`src/rtl/timer_pkg.sv`:
```
// Shared constants and helpers for the BCD countdown timer.
// State encoding is fixed because it is exported on the state port.
package timer_pkg;

  localparam int BCD_W = 4;
  localparam logic [BCD_W-1:0] BCD_MAX = 4'd9;

  typedef enum logic [1:0] {
    ST_IDLE  = 2'd0,
    ST_RUN   = 2'd1,
    ST_PAUSE = 2'd2,
    ST_ALARM = 2'd3
  } state_e;

  // Out-of-range BCD codes (A..F) load as 9.
  function automatic logic [BCD_W-1:0] bcd_clamp(input logic [BCD_W-1:0] d);
    return (d > BCD_MAX) ? BCD_MAX : d;
  endfunction

endpackage

```
`src/rtl/bcd_digit_down.sv`:
```
// One BCD digit of a down-counter: clamped load, decrement on borrow_i,
// and a borrow_o to the next more-significant digit when wrapping 0 -> 9.
module bcd_digit_down
  import timer_pkg::*;
(
  input  logic             clk,
  input  logic             rst,
  input  logic             load_i,
  input  logic [BCD_W-1:0] preset_i,
  input  logic             en_i,
  input  logic             borrow_i,
  output logic [BCD_W-1:0] digit_o,
  output logic             borrow_o
);

  logic [BCD_W-1:0] digit_q;
  logic [BCD_W-1:0] digit_d;
  logic             dec;

  assign dec = en_i & borrow_i;

  always_comb begin
    digit_d = digit_q;
    if (load_i) begin
      digit_d = bcd_clamp(preset_i);
    end else if (dec) begin
      digit_d = (digit_q == '0) ? BCD_MAX : digit_q - 1'b1;
    end
  end

  always_ff @(posedge clk or posedge rst) begin
    if (rst) begin
      digit_q <= '0;
    end else begin
      digit_q <= digit_d;
    end
  end

  assign digit_o  = digit_q;
  assign borrow_o = dec & (digit_q == '0);

endmodule

```
`src/rtl/countdown_timer.sv`:
```
// BCD countdown timer driven by an upstream prescaler tick; on expiry it
// pulses done and holds alarm for ALARM_TICKS ticks before returning to IDLE.
module countdown_timer
  import timer_pkg::*;
#(
  parameter int DIGITS      = 2,
  parameter int ALARM_TICKS = 4
) (
  input  logic                  clk,
  input  logic                  rst,
  input  logic                  tick,
  input  logic                  load,
  input  logic [4*DIGITS-1:0]   preset,
  input  logic                  start,
  input  logic                  pause,
  output logic [4*DIGITS-1:0]   value,
  output logic [1:0]            state,
  output logic                  done,
  output logic                  alarm
);

  localparam int VW = BCD_W * DIGITS;
  localparam logic [VW-1:0] VAL_ONE    = VW'(1);
  localparam logic [3:0]    ALARM_INIT = 4'(ALARM_TICKS);

  state_e        state_q;
  logic          done_q;
  logic          alarm_q;
  logic [3:0]    alarm_cnt_q;

  logic          in_run;
  logic          load_acc;
  logic          value_nz;
  logic          expire;
  logic [DIGITS:0] borrow;

  assign in_run   = (state_q == ST_RUN);
  assign load_acc = load & ~in_run;
  assign value_nz = (value != '0);
  // Expiry is the RUN tick that moves the count from 1 to 0.
  assign expire   = in_run & tick & (value == VAL_ONE);

  assign borrow[0] = tick & in_run;

  for (genvar i = 0; i < DIGITS; i++) begin : g_digit
    bcd_digit_down u_digit (
      .clk      (clk),
      .rst      (rst),
      .load_i   (load_acc),
      .preset_i (preset[i*BCD_W +: BCD_W]),
      .en_i     (in_run),
      .borrow_i (borrow[i]),
      .digit_o  (value[i*BCD_W +: BCD_W]),
      .borrow_o (borrow[i+1])
    );
  end

  always_ff @(posedge clk or posedge rst) begin
    if (rst) begin
      state_q     <= ST_IDLE;
      done_q      <= 1'b0;
      alarm_q     <= 1'b0;
      alarm_cnt_q <= '0;
    end else begin
      done_q <= 1'b0;
      case (state_q)
        ST_IDLE, ST_PAUSE: begin
          if (load) begin
            state_q <= ST_IDLE;
            alarm_q <= 1'b0;
          end else if (start && value_nz) begin
            state_q <= ST_RUN;
          end
        end
        ST_RUN: begin
          if (expire) begin
            state_q     <= ST_ALARM;
            done_q      <= 1'b1;
            alarm_q     <= 1'b1;
            alarm_cnt_q <= ALARM_INIT;
          end else if (pause) begin
            state_q <= ST_PAUSE;
          end
        end
        ST_ALARM: begin
          if (load) begin
            state_q     <= ST_IDLE;
            alarm_q     <= 1'b0;
            alarm_cnt_q <= '0;
          end else if (tick) begin
            if (alarm_cnt_q <= 4'd1) begin
              state_q     <= ST_IDLE;
              alarm_q     <= 1'b0;
              alarm_cnt_q <= '0;
            end else begin
              alarm_cnt_q <= alarm_cnt_q - 1'b1;
            end
          end
        end
        default: state_q <= ST_IDLE;
      endcase
    end
  end

  // A borrow out of the top digit would mean the count underflowed.
  assert property (@(posedge clk) disable iff (rst) !borrow[DIGITS]);

  assign state = state_q;
  assign done  = done_q;
  assign alarm = alarm_q;

endmodule

```
`config.mk`:
```
export PLATFORM = sky130hd
export DESIGN_NAME = countdown_timer
export DESIGN_NICKNAME = d
export VERILOG_FILES = /design/src/rtl/timer_pkg.sv /design/src/rtl/bcd_digit_down.sv /design/src/rtl/countdown_timer.sv
export SDC_FILE = /design/constraint.sdc
export NUM_CORES = 1
export LEC_CHECK = 0
export ABC_AREA = 0
export CORE_ASPECT_RATIO = 1.1
export CORE_MARGIN = 2
export CORE_UTILIZATION = 35
export DETAILED_ROUTE_END_ITERATION = 6
export SETUP_SLACK_MARGIN = 0.02
export SLEW_MARGIN = 10
export SYNTH_ARGS = -nofsm -noshare
export SYNTH_HDL_FRONTEND = slang
export SYNTH_SLANG_ARGS = --single-unit
```
`constraint.sdc`:
```
create_clock -name clk -period 1.76 [get_ports clk]
set_input_delay 0.352 -clock clk [delete_from_list [all_inputs] [get_ports clk]]
set_output_delay 0.352 -clock clk [all_outputs]
set_load 0.01 [all_outputs]
```
==> flow_summary.yaml, run 1 <==
place:
  port_buffers: 25
  post-place-cells: 172
  dpl.hpwl_mm: 1.75
  place_area_um2: 1340
  dpl_worst_slack_ps: -94.3
  place_congestion: 0.760
cells_and_area:
  seqCellArea_um2: 407
  finalNonFillerCells: 182
  nFillCells: 257
  drive_gt1_share_pct: 23.5
  diodes: 0
  final_cell_area_um2: 1440
  multi_input_area_um2: 539
  areaGrowthSynthToFinish_pct: 47.4
  layout.nets: 166
timing:
  setup_slack_ps: 79.7
  skew_ps: 4.66
  finalHoldViolations: 0
  grt_setup_unrepaired: "true"
  setup_viol: 0
  slew_headroom_pct: 70.7
  fmax_mhz: 595
  post-route-period-util_pct: 95.5
  worstMarginPinSlew_ps: 434
  finalMaxSlewViolations: 0
  fin_crit_ps: 1680
global_route:
  antenna_found_initial: 0
  grt_pass1_wl_mm: 3.80
  grt_overflow: 0
  grt.total_usage_pct: 16.2
  grt_pass1_vias: 911
  grt_max_degree: 18
floorplan:
  start_util_pct: 36.1
  pin_count: 26
  die-area_um2: 3220
  die_w_um: 54.3
  fp.coreArea_um2: 2700
  rows: 20
  die_h_um: 59.3
min_path:
  min_path_type: "input port to async pin"
logic_synthesis:
  synth-seq-area-share_pct: 41.1
  synth_area_um2: 975
  synth_edf_count: 0
  synthArstFlopShare_pct: 100
  synth_ff_type: "dfrtp_1"
  synth.most_common_cell: "dfrtp_1"
  synth_area_per_cell_um2: 9.02
  netlist.area_leader.share_pct: 41.1
  ys_top_cells_by_area: "dfrtp_1, nor2_1, nor3_1, a21oi_1, nand2_1"
  yosysUniqueCellTypes: 36
  synthTopCellsByCount: "dfrtp_1, nor2_1, nor3_1"
  ys_ff_latch: 16
  ys_warn_count: 0
  synthCells: 108
  yosys.area.top_type: "dfrtp_1"
  syn_nets: 124
worst_setup_path:
  worst_r2r_endpoint: "alarm_cnt_q[3]$_DFFE_PP0P_"
  slowest_stage: "clkdlybuf4s50_1"
  r2r_start: "g_digit[0].u_digit.digit_o[3]$_DFFE_PP0P_"
  ff2ff_setup_slack_ps: 100
  endpoint_kind: "primary output"
  crit_buf_inv: 2
  required_ps: 1410
  worstSetupStartpointType: "flop"
  crit_end: "value[1]"
  cp_max_fo: 5
  crit_cells: 2
  crit_start: "g_digit[0].u_digit.digit_o[1]$_DFFE_PP0P_"
  arrival_ps: 1330
  crit_path_cell_trace: "buf_4, clkdlybuf4s50_1"
  worst_path_dominant_cell_family: "buffers and inverters"
  reg2regPathDepth: 4
  crit_type: "flop to primary output"
  critPathMaxStageDelay_ps: 540
outcome:
  status: "finished clean"
pwr:
  power_density_nw_per_um2: 1210
  leakage_nw: 0.620
  power_frac_comb_pct: 50.1
  fin_total_pwr_mw: 1.74
  seqPwrFrac_pct: 35.6
  switching_share_pct: 36.5
  p_int_mw: 1.10
  power.switching_mw: 0.635
  clockPowerShare_pct: 14.2
  ir_drop_uv: 640
route:
  drt-wirelength-per-cell_um: 13.7
  drtIter0Drc: 25
  first_pass_iters: 4
  final_antenna_net_count: 0
  dr_total_vias: 947
  wl_mm: 2.49
  viasPerCell: 5.20
  drc: 0
clocking:
  cts_buffers: 3
  cts_sinks: 16
  cts_tree: "done"
  cts_hold_buf: 0
  clkTransAtPathRegs_ps: 100
  clock_latency_ps: 290
  cts_root_buffer: "clkbuf_4"
  cts_buffer_depth: 2
  h-tree-depth: 1
run:
  max_cap_viol_count: 0
[worst min-delay path: stages]
cell             delay (ps)
clkdlybuf4s50_1         390
inv_1                    50
buf_4                   230
[logic make-up after synthesis]
logic type | count (synthesis) | share of synthesized area, %
AND/OR/NAND/NOR | 48 | 28.2
AO/OA/AOI/OAI | 27 | 19.6
flip-flops | 16 | 41.1
buffers and inverters | 11 | 4.62
XOR/XNOR | 3 | 2.70
adder cells (fa/ha/maj) | 2 | 2.57
multiplexers | 1 | 1.16
[sequential cells by signal, summed over array words and instances (netlist names)]
signal	flops
alarm	1
alarm_cnt_q	4
done	1
g_digit.u_digit.digit_o	8
state	2
[worst min-delay path by stage]
stage / startpoint / depth (start not counted) / slack (ps) / to
after floorplan: rst / 1 / 270 / alarm$_DFFE_PP0P_
after global placement: alarm$_DFFE_PP0P_ / 1 / 500 / alarm$_DFFE_PP0P_
after detailed placement: alarm$_DFFE_PP0P_ / 1 / 510 / alarm$_DFFE_PP0P_
after CTS: rst / 3 / 360 / alarm_cnt_q[3]$_DFFE_PP0P_
after global routing: rst / 3 / 380 / alarm_cnt_q[0]$_DFFE_PP0P_
final: rst / 3 / 360 / alarm_cnt_q[3]$_DFFE_PP0P_
[per-layer routing]
layer | wire [µm] | track usage (%) | share of wire, %
met1 | 1080 | 19.2 | 43
met2 | 1320 | 28.1 | 53
met3 | 69 | 4.04 | 2.8
met4 | 27 | 5.36 | 1.1
met5 | 0 | 0 | 0
[area by class of cell]
| class | count | area share, % |
|---|---|---|
| clock buffer | 4 | 2.53 |
| inverter | 6 | 1.57 |
| multi-input combinational | 81 | 37.5 |
| sequential | 16 | 28.3 |
| tap | 33 | 2.87 |
| timing repair buffer | 42 | 27.2 |
[power by group through the flow]
stage          clock network (mW)  logic (mW)  registers [mW]
2_1_floorplan                   0       0.361           0.647
3_3_place_gp                    0       0.728           0.655
3_5_place_dp                    0       0.737           0.659
4_1_cts                     0.255       0.764           0.648
5_1_grt                     0.277       0.944           0.638
6_report                    0.248       0.871           0.619
[layout by cell type, fill, tap and decap left out, drive strengths merged, types with 3 or more instances in the layout]
master,instances
a31oi,5
dfrtp,16
clkbuf,4
nor2,13
o21ai,5
nand2b,3
buf,17
inv,6
clkdlybuf4s50,25
a21oi,7
nand3,3
xor2,3
nand2,7
nor3,9
[what timing repair did]
item | CTS | global route
buffers inserted | 1 | 5
pin swaps | 0 | 2
gates resized for setup | 2 | 6
endpoints found under the setup margin | 3 | 8
[through the flow]
stage,hold slack (ps),utilization [%],setup TNS [ps]
finish,359,53.1,0
global route,383,53.1,0
CTS,363,51.2,0
detailed placement,513,49.5,-617
global placement,502,49.5,-331
floorplan,266,-,0
Note: power is estimated with default switching activity, not from simulation.
==> inputs of run 2 (changes only) <==
CTS_BUF_LIST = sky130_fd_sc_hd__clkbuf_4   (was default)
HOLD_SLACK_MARGIN = 0.15   (was default)
==> run 2 against run 1 <==
  * Utilization fell by 0.65 points
  * Design area fell by 1.2%
  * Power fell by 3.9%
  * Clock skew fell by 3.6 ps
  * Non-clock buffer count fell by 1
  * Largest power group unchanged
==> flow_summary.yaml, run 2 (same netlist as run 1, synthesis figures left out) <==
global_route:
  grt_pass1_wl_mm: 3.79
  antenna_found_initial: 0
  grt_overflow: 0
  grt.total_usage_pct: 16.1
  grt_max_degree: 18
  grt_pass1_vias: 912
run:
  max_cap_viol_count: 0
clocking:
  cts_buffer_depth: 2
  clock_latency_ps: 280
  h-tree-depth: 1
  clkTransAtPathRegs_ps: 100
  cts_root_buffer: "clkbuf_4"
  cts_sinks: 16
  cts_hold_buf: 0
  cts_tree: "done"
  cts_buffers: 3
worst_setup_path:
  r2r_start: "g_digit[0].u_digit.digit_o[3]$_DFFE_PP0P_"
  reg2regPathDepth: 4
  crit_type: "flop to primary output"
  worstSetupStartpointType: "flop"
  worst_path_dominant_cell_family: "buffers and inverters"
  ff2ff_setup_slack_ps: 110
  required_ps: 1410
  slowest_stage: "clkdlybuf4s50_1"
  crit_buf_inv: 2
  crit_path_cell_trace: "buf_4, clkdlybuf4s50_1"
  critPathMaxStageDelay_ps: 540
  endpoint_kind: "primary output"
  arrival_ps: 1320
  cp_max_fo: 5
  worst_r2r_endpoint: "alarm_cnt_q[3]$_DFFE_PP0P_"
place:
  dpl_worst_slack_ps: -94.3
  post-place-cells: 172
  place_congestion: 0.760
  port_buffers: 25
  dpl.hpwl_mm: 1.75
timing:
  fin_crit_ps: 1670
  finalMaxSlewViolations: 0
  slew_headroom_pct: 70.6
  setup_slack_ps: 89.5
  holdWs_ps: 364
  fmax_mhz: 599
  setup_viol: 0
  grt_setup_unrepaired: "true"
  post-route-period-util_pct: 94.9
  finalHoldViolations: 0
  skew_ps: 1.09
  worstMarginPinSlew_ps: 435
pwr:
  seqPwrFrac_pct: 38.3
  power_density_nw_per_um2: 1180
  switching_share_pct: 37.3
  leakage_nw: 0.610
  p_int_mw: 1.05
  power_frac_comb_pct: 49.8
  power.switching_mw: 0.622
  clockPowerShare_pct: 11.9
  ir_drop_uv: 630
floorplan:
  die_h_um: 59.3
  fp.coreArea_um2: 2700
  die_w_um: 54.3
  start_util_pct: 36.1
  rows: 20
  pin_count: 26
  die-area_um2: 3220
cells_and_area:
  final_cell_mix: "clkdlybuf4s50_1, buf_4, nor2_1"
  layout.nets: 165
  seqCellArea_um2: 407
  layout_commonest_cell: "clkdlybuf4s50_1"
  multi_input_area_um2: 539
  drive_gt1_share_pct: 22.3
  utilization_pct: 52.5
  diodes: 0
  nFillCells: 259
  finalNonFillerCells: 181
  areaGrowthSynthToFinish_pct: 45.6
  largest_reg_flops: 8
route:
  drt-wirelength-per-cell_um: 13.2
  final_antenna_net_count: 0
  first_pass_iters: 4
  drtIter0Drc: 27
  wl_mm: 2.39
  dr_total_vias: 934
  drc: 0
  viasPerCell: 5.16
outcome:
  status: "finished clean"
min_path:
  min_path_type: "input port to async pin"
## run 2: layout make-up
| class | count | area share (%) |
|---|---|---|
| Tap cell | 33 | 2.91 |
| Multi-Input combinational cell | 81 | 38.0 |
| Clock inverter | 1 | 0.265 |
| Inverter | 6 | 1.59 |
| Clock buffer | 3 | 1.59 |
| Timing Repair Buffer | 41 | 27.0 |
| Sequential cell | 16 | 28.7 |
## run 2: stage by stage
step | cell area [µm²] | setup TNS, ps | power (mW)
detailed placement | 1340 | -617 | 1.40
finish | 1420 | 0 | 1.67
global placement | 1340 | -331 | 1.38
CTS | 1380 | 0 | 1.62
floorplan | 975 | 0 | 1.01
global route | 1420 | 0 | 1.79
## run 2: routing by layer
| metal | vias to the layer above | routed length, µm | GRT usage [%] |
|---|---|---|---|
| met3 | 2 | 74 | 3.28 |
| li1 | 479 | - | - |
| met2 | 15 | 1260 | 28.1 |
| met4 | 0 | 17 | 5.36 |
| met1 | 438 | 1040 | 19.2 |
| met5 | - | 0 | 0 |
## run 2: power groups by stage
| stage | combinational [mW] | sequential [mW] | clock, mW |
|---|---|---|---|
| after floorplan | 0.361 | 0.647 | 0 |
| after global placement | 0.728 | 0.655 | 0 |
| after detailed placement | 0.737 | 0.659 | 0 |
| after CTS | 0.764 | 0.648 | 0.210 |
| after global routing | 0.901 | 0.663 | 0.227 |
| final | 0.832 | 0.640 | 0.199 |
## run 2: worst min-delay path: stages
cell and delay (ps):
clkdlybuf4s50_1 390, inv_1 50, buf_4 230
## run 2: timing repair
action                     4_1_cts  5_1_grt
setup endpoints to repair        4        7
gates resized for setup          2        6
pin swaps                        0        2
buffers inserted                 1        4
## run 2: worst max-delay path by stage
stage / startpoint / to / slack (ps) / depth (start not counted)
floorplan: alarm_cnt_q[0]$_DFFE_PP0P_ / state[0]$_DFFE_PP0P_ / 170 / 6
global placement: tick / state[0]$_DFFE_PP0P_ / -80 / 5
detailed placement: tick / state[0]$_DFFE_PP0P_ / -90 / 5
CTS: alarm_cnt_q[0]$_DFFE_PP0P_ / state[0]$_DFFE_PP0P_ / 20 / 7
global route: alarm_cnt_q[1]$_DFFE_PP0P_ / state[0]$_DFFE_PP0P_ / 2 / 7
finish: g_digit[0].u_digit.digit_o[1]$_DFFE_PP0P_ / value[1] / 90 / 2
